[src/rtl/tick_gen_multi_if.sv]
// Configuration and output bundle for the multi-channel tick generator.
// The controller drives enables and config writes. The generator drives tick, sq and done.
interface tick_gen_multi_if #(
  parameter int CH      = 4,
  parameter int CH_BITS = 2,
  parameter int WIDTH   = 24
);
  logic               ce;
  logic [CH-1:0]      ch_en;
  logic               wr;
  logic [CH_BITS-1:0] wr_ch;
  logic [WIDTH-1:0]   wr_div;
  logic               wr_mode;
  logic [CH-1:0]      tick;
  logic [CH-1:0]      sq;
  logic [CH-1:0]      done;

  modport master (
    output ce, ch_en, wr, wr_ch, wr_div, wr_mode,
    input  tick, sq, done
  );

  modport slave (
    input  ce, ch_en, wr, wr_ch, wr_div, wr_mode,
    output tick, sq, done
  );
endinterface

[src/rtl/tick_gen_multi.sv]
// Multi-channel programmable tick generator.
// Each channel divides clk by (div+1) active cycles and produces three outputs:
// a 1-cycle tick, a square wave that toggles on every terminal count, and a
// one-shot done flag. A channel in one-shot mode freezes after its first tick
// and stays frozen until it is rewritten.
module tick_gen_multi #(
  parameter int               CH      = 4,
  parameter int               CH_BITS = 2,
  parameter int               WIDTH   = 24,
  parameter logic [WIDTH-1:0] DEF_DIV = {WIDTH{1'b1}}
) (
  input  logic            clk,
  input  logic            clr,
  tick_gen_multi_if.slave bus
);

  logic [WIDTH-1:0] div_q [CH];
  logic [WIDTH-1:0] cnt_q [CH];
  logic [CH-1:0]    mode_q;
  logic [CH-1:0]    tick_q;
  logic [CH-1:0]    sq_q;
  logic [CH-1:0]    done_q;

  logic [CH-1:0]    active;
  logic [CH-1:0]    wr_hit;
  logic [CH-1:0]    term;

  // Per-channel decode: whether the channel counts, whether it is being rewritten,
  // and whether it sits at terminal count.
  // An out-of-range wr_ch matches no channel, so the write is dropped.
  always_comb begin
    // NOTE: every always_comb output gets a default first, so no path can infer a latch.
    active = '0;
    wr_hit = '0;
    term   = '0;
    for (int i = 0; i < CH; i++) begin
      active[i] = bus.ce && bus.ch_en[i] && !(mode_q[i] && done_q[i]);
      wr_hit[i] = bus.wr && (bus.wr_ch == CH_BITS'(i));
      term[i]   = (cnt_q[i] == div_q[i]);
    end
  end

  // Channel state update. clr has the highest priority, then a config write,
  // then normal counting.
  always_ff @(posedge clk) begin
    // NOTE: state registers use non-blocking assignment, so every channel sees pre-edge values.
    if (clr) begin
      for (int i = 0; i < CH; i++) begin
        div_q[i] <= DEF_DIV;
        cnt_q[i] <= '0;
      end
      mode_q <= '0;
      tick_q <= '0;
      sq_q   <= '0;
      done_q <= '0;
    end else begin
      for (int i = 0; i < CH; i++) begin
        if (wr_hit[i]) begin
          // A write re-arms the channel and suppresses any tick due on the same edge.
          div_q[i]  <= bus.wr_div;
          mode_q[i] <= bus.wr_mode;
          cnt_q[i]  <= '0;
          tick_q[i] <= 1'b0;
          sq_q[i]   <= 1'b0;
          done_q[i] <= 1'b0;
        end else if (active[i]) begin
          if (term[i]) begin
            cnt_q[i]  <= '0;
            tick_q[i] <= 1'b1;
            sq_q[i]   <= ~sq_q[i];
            if (mode_q[i]) begin
              done_q[i] <= 1'b1;
            end
          end else begin
            cnt_q[i]  <= cnt_q[i] + WIDTH'(1);
            tick_q[i] <= 1'b0;
          end
        end else begin
          // Paused or frozen: cnt and sq hold, and tick drops.
          tick_q[i] <= 1'b0;
        end
      end
    end
  end

  assign bus.tick = tick_q;
  assign bus.sq   = sq_q;
  assign bus.done = done_q;

endmodule

[src/flat_wrapper.sv]
// flat-port wrapper written by rule: the top's interface ports become plain ports
module tick_gen_multi_flat 
#(
  parameter int               CH      = 4,
  parameter int               CH_BITS = 2,
  parameter int               WIDTH   = 24,
  parameter logic [WIDTH-1:0] DEF_DIV = {WIDTH{1'b1}}
)
  (clk, clr, bus_ce, bus_ch_en, bus_wr, bus_wr_ch, bus_wr_div, bus_wr_mode, bus_tick, bus_sq, bus_done);
  tick_gen_multi_if #(.CH(CH), .CH_BITS(CH_BITS), .WIDTH(WIDTH)) bus_i ();
  input  logic clk;
  input  logic clr;
  input wire logic [$bits(bus_i.ce)-1:0] bus_ce;
  input wire logic [$bits(bus_i.ch_en)-1:0] bus_ch_en;
  input wire logic [$bits(bus_i.wr)-1:0] bus_wr;
  input wire logic [$bits(bus_i.wr_ch)-1:0] bus_wr_ch;
  input wire logic [$bits(bus_i.wr_div)-1:0] bus_wr_div;
  input wire logic [$bits(bus_i.wr_mode)-1:0] bus_wr_mode;
  output wire logic [$bits(bus_i.tick)-1:0] bus_tick;
  output wire logic [$bits(bus_i.sq)-1:0] bus_sq;
  output wire logic [$bits(bus_i.done)-1:0] bus_done;
  assign bus_i.ce = bus_ce;
  assign bus_i.ch_en = bus_ch_en;
  assign bus_i.wr = bus_wr;
  assign bus_i.wr_ch = bus_wr_ch;
  assign bus_i.wr_div = bus_wr_div;
  assign bus_i.wr_mode = bus_wr_mode;
  assign bus_tick = bus_i.tick;
  assign bus_sq = bus_i.sq;
  assign bus_done = bus_i.done;
  tick_gen_multi #(.CH(CH), .CH_BITS(CH_BITS), .WIDTH(WIDTH), .DEF_DIV(DEF_DIV)) u_core (.clk(clk), .clr(clr), .bus(bus_i));
endmodule
[config.mk]
export PLATFORM = sky130hd
export DESIGN_NAME = tick_gen_multi_flat
export DESIGN_NICKNAME = d
export VERILOG_FILES = /design/src/rtl/tick_gen_multi_if.sv /design/src/rtl/tick_gen_multi.sv /design/src/flat_wrapper.sv
export SDC_FILE = /design/constraint.sdc
export NUM_CORES = 1
export LEC_CHECK = 0
export ABC_AREA = 1
export BUFFER_PORTS_ARGS = -buffer_cell sky130_fd_sc_hd__buf_2
export CORE_MARGIN = 2
export CORE_UTILIZATION = 43
export CTS_CLUSTER_DIAMETER = 60
export DETAILED_ROUTE_END_ITERATION = 16
export GPL_TIMING_DRIVEN = 1
export PLACE_DENSITY = 0.68
export SYNTH_ARGS = -nofsm -noshare
export SYNTH_HDL_FRONTEND = slang
export SYNTH_SLANG_ARGS = --single-unit
[constraint.sdc]
create_clock -name clk -period 2.35 [get_ports clk]
set_clock_uncertainty 0.05 [all_clocks]
set_input_delay 0.235 -clock clk [delete_from_list [all_inputs] [get_ports clk]]
set_output_delay 0.235 -clock clk [all_outputs]
set_load 0.01 [all_outputs]
==> results.sh, run 1 <==
export IMPL_grt_antenna_before_repair=0
export IMPL_max_slew_margin_pct=62.4
export IMPL_vias=10300
export IMPL_gp_congestion=0.911
export IMPL_area_growth_pct=13.0
export IMPL_io_buffer_count=46
export IMPL_insertion_delay_ns=0.54
export IMPL_dp_slack_ns=0.314
export IMPL_die_height_um=173
export IMPL_use_met1_pct=28.7
export IMPL_slew_violations=0
export IMPL_cp_data_required_time_ns=2.58
export IMPL_p_total_w=0.00968
export IMPL_grt_first_pass_wirelength_um=49400
export IMPL_criticalPathCategory="flip-flop to flip-flop"
export IMPL_syn_nets=1668
export IMPL_finalCritPeriodShare_pct=87.4
export IMPL_worst_path_buf_inv=2
export IMPL_die_area_um2=30100
export IMPL_setup_violations=0
export IMPL_max_freq_mhz=487
export IMPL_wl_per_cell_um=14.7
export IMPL_crit_top_cell="nand2_1"
export IMPL_syn_inst=1629
export IMPL_htree_levels=1
export IMPL_hold_class="input port to flip-flop"
export IMPL_tightest_slew_ns=0.559
export IMPL_stdcell_count=2102
export IMPL_grt_max_degree=26
export IMPL_cts_setup_buffers=0
export IMPL_drive_gt1_share_pct=9.08
export IMPL_cts_root_buf="clkbuf_16"
export IMPL_fp_row_count=62
export IMPL_dp_hpwl_um=23100
export IMPL_initial_utilization_pct=43.4
export IMPL_syn_area_um2=12300
export IMPL_leakage_nw=6.02
export IMPL_clk_pin_slew_ns=0.06
export IMPL_num_fill_cells=2733
export IMPL_path_cells="inv_1 > nand2_1 > nand2_1 > nor2_1 > nand2_1 > nor2_1 > nand3_2 > nand2_2 > buf_4 > nor3b_1"
export IMPL_finalNetCount=1738
export IMPL_vias_per_cell=4.91
export IMPL_yosys_area_top_type="edfxtp_1"
export IMPL_crit_fanout=15
export IMPL_end_kind="flip-flop"
export IMPL_grtUsageTotal_pct=20.5
export IMPL_drv_cap=0
export IMPL_hold_viol_final=0
export IMPL_clockBufferDepth=3
export IMPL_io_pins=47
export IMPL_placed_cells=2053
export IMPL_synth_top_cell_area_share_pct=46.7
export IMPL_antenna_cells=0
export IMPL_synth_cell_type_count=36
export IMPL_power_density_nw_per_um2=694
export IMPL_fin_setup_tns_ns=0
export IMPL_core_um2=28500
export IMPL_ys_top_cells_by_area="edfxtp_1, nand2_1, inv_1"
export IMPL_ys_warn_count=0
export IMPL_layout_setup_ws_ns=0.296
export IMPL_top_usage_layer="met2"
export IMPL_met2_usage_pct=33.4
export IMPL_die_x_um=173
export IMPL_synth_seq_cells=208
export IMPL_dr_pass1_iters=5
export IMPL_ys_seq_area_share_pct=49.3
export IMPL_grt_setup_unrepaired="false"
export IMPL_crit_path_max_incr_delay_ns=0.50
export IMPL_postLayoutCoreUtil_pct=49.0
export IMPL_arrival_ns=2.29
export IMPL_gr_total_overflow=0
export IMPL_cts_tree="built"
export IMPL_peakVddDrop_mv=0.695
export IMPL_cp_start_kind="flip-flop"
export IMPL_path_delay_family="simple AND/OR/NAND/NOR gates"
export IMPL_ant_nets=0
export IMPL_status="completed"
export IMPL_worst_path_max_delay_cell="edfxtp_1"
export IMPL_grt_pass1_vias=9606
export IMPL_final_min_clock_period_ns=2.05
export IMPL_numCtsBuffers=25
export IMPL_clock_sinks=208
export IMPL_grtUsageMet3_pct=2.50
export IMPL_routed_wl_um=30800
export IMPL_drc=0
export IMPL_drt_initial_drc_count=738
export IMPL_synth_area_per_cell_um2=7.58
[area by class of cell]
class	count	area [um2]	share of cell area [%]
clock buffers	27	653	4.68
clock inverters	19	233	1.67
inverters	262	983	7.05
multi-input cells	1138	5140	36.8
flip-flops and latches	208	6090	43.6
well taps	384	480	3.45
repair buffers	64	373	2.67
[report_power, final]
part | total (W) | internal [W] | switching [W]
sequential | 0.00459 | 0.00431 | 0.000278
combinational | 0.000961 | 0.000320 | 0.000641
clock | 0.00413 | 0.00248 | 0.00165
[logic make-up after synthesis]
logic type / count (synthesis) / synth area share, %
compound gates: 52 / 2.26
flops: 208 / 49.3
simple gates: 1019 / 34.5
fa+ha+maj: 4 / 0.405
xor+xnor: 63 / 4.47
buf+inv: 283 / 9.10
[layer usage]
layer | wire length [um] | share of wire (%)
met1 | 13900 | 45
met4 | 1020 | 3.3
met5 | 0 | 0
met2 | 14000 | 45
met3 | 1920 | 6.2
[cells in the mapped netlist, drive strengths merged]
master  instances
nor2          254
or2             5
xor2           37
xnor2          26
buf            13
dfxtp          16
nor4            9
nand2         633
nand4          19
inv           262
a21oi          39
a31oi           3
edfxtp        192
nand3b          1
o21ai           6
and2            2
nor3           42
ha              4
clkbuf          8
a22o            4
nor3b           9
nand3          45
[timing repair]
item	CTS	global route
hold endpoints to repair	6	0
gates resized for setup	0	0
hold buffers	3	0
[stage by stage]
step	cell area (um2)	hold slack, ns
2_1_floorplan	12300	0.310
3_3_place_gp	13000	0.407
3_5_place_dp	13000	0.416
4_1_cts	13900	0.00596
5_1_grt	13900	0.0235
6_report	13900	0.0264
[placed cells by master (no fill, tap or decap), types with 6 or more instances in the layout]
cell       Yosys  final
a21oi_1       39     39
buf_2          5     46
buf_4          2     15
clkbuf_16      0     25
dfxtp_1       16     16
edfxtp_1     192    192
inv_1        257    257
nand2_1      622    622
nand2_2        9      9
nand3_1       38     38
nand3_2        7      7
nand4_1       19     19
nor2_1       239    239
nor2_2         7      7
nor2_4         8      8
nor3_1        36     36
nor3b_1        7      7
nor4_1         9      9
o21ai_0        6      6
xnor2_1       26     26
xor2_1        37     37
[worst reg2reg max path, stage by stage, from the launching register on]
cell      delay, ns
edfxtp_1       0.50
inv_1          0.18
nand2_1        0.09
nand2_1        0.05
nor2_1         0.11
nand2_1        0.06
nor2_1         0.13
nand3_2        0.12
nand2_2        0.19
buf_4          0.27
nor3b_1        0.08
[path summary, 6_finish.rpt]
kind                  startpoint                   to  slack, ns  cells after the start
min               bus_wr_div[17]  u_core.div_q[2][17]       0.03                      3
min reg2reg   u_core.bus.done[3]   u_core.bus.done[3]       0.43                      2
max          u_core.cnt_q[1][12]  u_core.cnt_q[1][12]       0.30                     10
max reg2reg  u_core.cnt_q[1][12]  u_core.cnt_q[1][12]       0.30                     10
[flip-flops by register name (all words and copies together), names as in the netlist]
name	flops
u_core.bus.sq	4
u_core.mode_q	4
u_core.bus.tick	4
u_core.cnt_q	96
u_core.bus.done	4
u_core.div_q	96
(Power assumes the default switching activity.)
==> run 2: changes to the inputs <==
--- a/config.mk
+++ b/config.mk
@@ -7,12 +7,14 @@
 export LEC_CHECK = 0
 export ABC_AREA = 1
 export BUFFER_PORTS_ARGS = -buffer_cell sky130_fd_sc_hd__buf_2
+export CAP_MARGIN = 5
+export CORE_ASPECT_RATIO = 0.75
 export CORE_MARGIN = 2
 export CORE_UTILIZATION = 43
 export CTS_CLUSTER_DIAMETER = 60
 export DETAILED_ROUTE_END_ITERATION = 16
 export GPL_TIMING_DRIVEN = 1
-export PLACE_DENSITY = 0.68
+export PLACE_DENSITY = 0.66
 export SYNTH_ARGS = -nofsm -noshare
 export SYNTH_HDL_FRONTEND = slang
 export SYNTH_SLANG_ARGS = --single-unit
==> constraint.sdc (replaced) <==
create_clock -name clk -period 2.65 [get_ports clk]
set_clock_uncertainty 0.05 [all_clocks]
set_input_delay 0.265 -clock clk [delete_from_list [all_inputs] [get_ports clk]]
set_output_delay 0.265 -clock clk [all_outputs]
set_load 0.01 [all_outputs]
==> run 2 against run 1 <==
Via count is 0.19% lower. Setup slack better by 0.17 ns. First-iteration DRC count rose by 41%. Power fell by 15%. Sequential power decreased by 11%. Flip-flop and latch count stayed put. Non-clock buffer count is 4 lower. Critical path depth decreased by 1. Sequential share of layout area is 0.48 points higher. Count of clock-buffer cells in the layout is 1 higher. Die area barely moved.
==> results.sh, run 2 (same netlist as run 1, synthesis figures left out) <==
export IMPL_status="completed"
export IMPL_insertion_delay_ns=0.53
export IMPL_die_area_um2=30100
export IMPL_cts_resized_gates=0
export IMPL_num_fill_cells=2783
export IMPL_holdPathStages=3
export IMPL_path_cells="inv_1 > nand2_1 > nand2_1 > and2_1 > nand2_1 > nor2_1 > nand3_2 > nand2_2 > nor3b_1"
export IMPL_gr_total_overflow=0
export IMPL_core_um2=28100
export IMPL_postLayoutCoreUtil_pct=49.1
export IMPL_reg_largest_list="u_core.cnt_q x96, u_core.div_q x96"
export IMPL_wl_per_cell_um=14.8
export IMPL_max_freq_mhz=458
export IMPL_met2_usage_pct=30.9
export IMPL_peakVddDrop_mv=0.493
export IMPL_vias=10300
export IMPL_cts_setup_buffers=0
export IMPL_crit_path_max_incr_delay_ns=0.51
export IMPL_top_usage_layer="met1"
export IMPL_antenna_cells=0
export IMPL_io_buffer_count=46
export IMPL_grt_max_degree=26
export IMPL_use_met1_pct=32.4
export IMPL_final_min_clock_period_ns=2.18
export IMPL_fp_row_count=53
export IMPL_crit_fanout=24
export IMPL_worstHoldEndpoint="u_core.div_q[0][16]"
export IMPL_drv_cap=0
export IMPL_arrival_ns=2.39
export IMPL_cp_data_required_time_ns=2.86
export IMPL_numCtsBuffers=22
export IMPL_grtUsageTotal_pct=21.2
export IMPL_worst_path_max_delay_cell="edfxtp_1"
export IMPL_tightest_slew_ns=0.527
export IMPL_r2r_slack_ns=0.47
export IMPL_cts_tree="built"
export IMPL_gp_congestion=0.908
export IMPL_finalNetCount=1731
export IMPL_ant_nets=0
export IMPL_min_from="bus_wr_div[16]"
export IMPL_clk_pin_slew_ns=0.06
export IMPL_crit_top_cell="nand2_1"
export IMPL_end_kind="flip-flop"
export IMPL_whs_ns=0.0413
export IMPL_fin_setup_tns_ns=0
export IMPL_die_height_um=151
export IMPL_slew_violations=0
export IMPL_hold_viol_final=0
export IMPL_io_pins=47
export IMPL_postCtsHoldBufs=0
export IMPL_reg2reg_to="u_core.cnt_q[0][3]"
export IMPL_criticalPathCategory="flip-flop to flip-flop"
export IMPL_cp_start_kind="flip-flop"
export IMPL_hold_class="input port to flip-flop"
export IMPL_area_growth_pct=11.7
export IMPL_power_density_nw_per_um2=599
export IMPL_grt_setup_unrepaired="false"
export IMPL_final_cell_mix="nand2_1, inv_1, nor2_1, edfxtp_1, buf_2"
export IMPL_clockBufferDepth=3
export IMPL_grt_antenna_before_repair=0
export IMPL_dp_hpwl_um=23300
export IMPL_grt_first_pass_wirelength_um=49000
export IMPL_drt_initial_drc_count=1038
export IMPL_initial_utilization_pct=43.9
export IMPL_rr_startpoint="u_core.cnt_q[0][16]"
export IMPL_routed_wl_um=31100
export IMPL_vias_per_cell=4.92
export IMPL_cts_root_buf="clkbuf_16"
export IMPL_leakage_nw=5.95
export IMPL_finalCritPeriodShare_pct=82.3
export IMPL_r2r_cells=9
export IMPL_clock_sinks=208
export IMPL_final_common_cell="nand2_1"
export IMPL_setup_violations=0
export IMPL_htree_levels=1
export IMPL_drc=0
export IMPL_max_slew_margin_pct=64.7
export IMPL_die_x_um=200
export IMPL_grtUsageMet3_pct=3.85
export IMPL_dr_pass1_iters=5
export IMPL_grt_pass1_vias=9203
export IMPL_drive_gt1_share_pct=8.37
run 2: cell count changes in the layout (fill, tap and decap cells not counted), moves of 2 or more:
cell | before | now
clkinv_1 | 1 | 3
dlygate4sd3_1 | 3 | 0
clkbuf_16 | 25 | 23
clkbuf_1 | 0 | 4
clkinv_2 | 5 | 2
inv_6 | 2 | 0
clkinvlp_4 | 5 | 2
run 2: through the flow:
| step | cell area (um2) | total power, W | instances | worst slack [ns] |
|---|---|---|---|---|
| 6_report | 13800 | 0.00826 | 2093 | 0.469 |
| 5_1_grt | 13800 | 0.00858 | 2093 | 0.239 |
| 4_1_cts | 13800 | 0.00830 | 2093 | 0.470 |
| 3_5_place_dp | 13000 | 0.00497 | 2053 | 0.496 |
| 3_3_place_gp | 13000 | 0.00495 | 2053 | 0.513 |
| 2_1_floorplan | 12300 | 0.00466 | 1629 | 0.316 |
run 2: critical path: cells and delay by family, from the launching register on:
kind / cells / cell delay (ns)
buffers and inverters: 1 / 0.16
and+or+nand+nor: 8 / 1.19
DFF: 1 / 0.51
run 2: layout make-up:
type	count	area (um2)	share of cell area, %
Sequential cell	208	6090	44.1
Multi-Input combinational cell	1138	5140	37.2
Inverter	262	983	7.13
Clock buffer	28	604	4.38
Tap cell	385	482	3.49
Timing Repair Buffer	60	335	2.43
Clock inverter	12	165	1.20
run 2: power breakdown:
group | switching (W) | total (W) | internal (W)
registers | 0.000248 | 0.00407 | 0.00382
logic | 0.000566 | 0.000844 | 0.000278
clock network | 0.00134 | 0.00335 | 0.00200
total | 0.00216 | 0.00826 | 0.00611
run 2: metal layers:
| layer | wire length [um] | up-vias |
|---|---|---|
| li1 | - | 5199 |
| met4 | 772 | 0 |
| met3 | 2420 | 51 |
| met5 | 0 | - |
| met2 | 12800 | 339 |
| met1 | 15100 | 4711 |
run 2: worst max path at each step:
stage	from	end	slack, ns
5_1_grt	u_core.cnt_q[0][16]	u_core.cnt_q[0][2]	0.24
6_report	u_core.cnt_q[0][16]	u_core.cnt_q[0][3]	0.47
4_1_cts	u_core.cnt_q[0][16]	u_core.cnt_q[0][3]	0.47
3_3_place_gp	u_core.cnt_q[0][16]	u_core.cnt_q[0][2]	0.51
2_1_floorplan	bus_wr_ch[1]	u_core.cnt_q[3][0]	0.32
3_5_place_dp	u_core.cnt_q[0][16]	u_core.cnt_q[0][3]	0.50
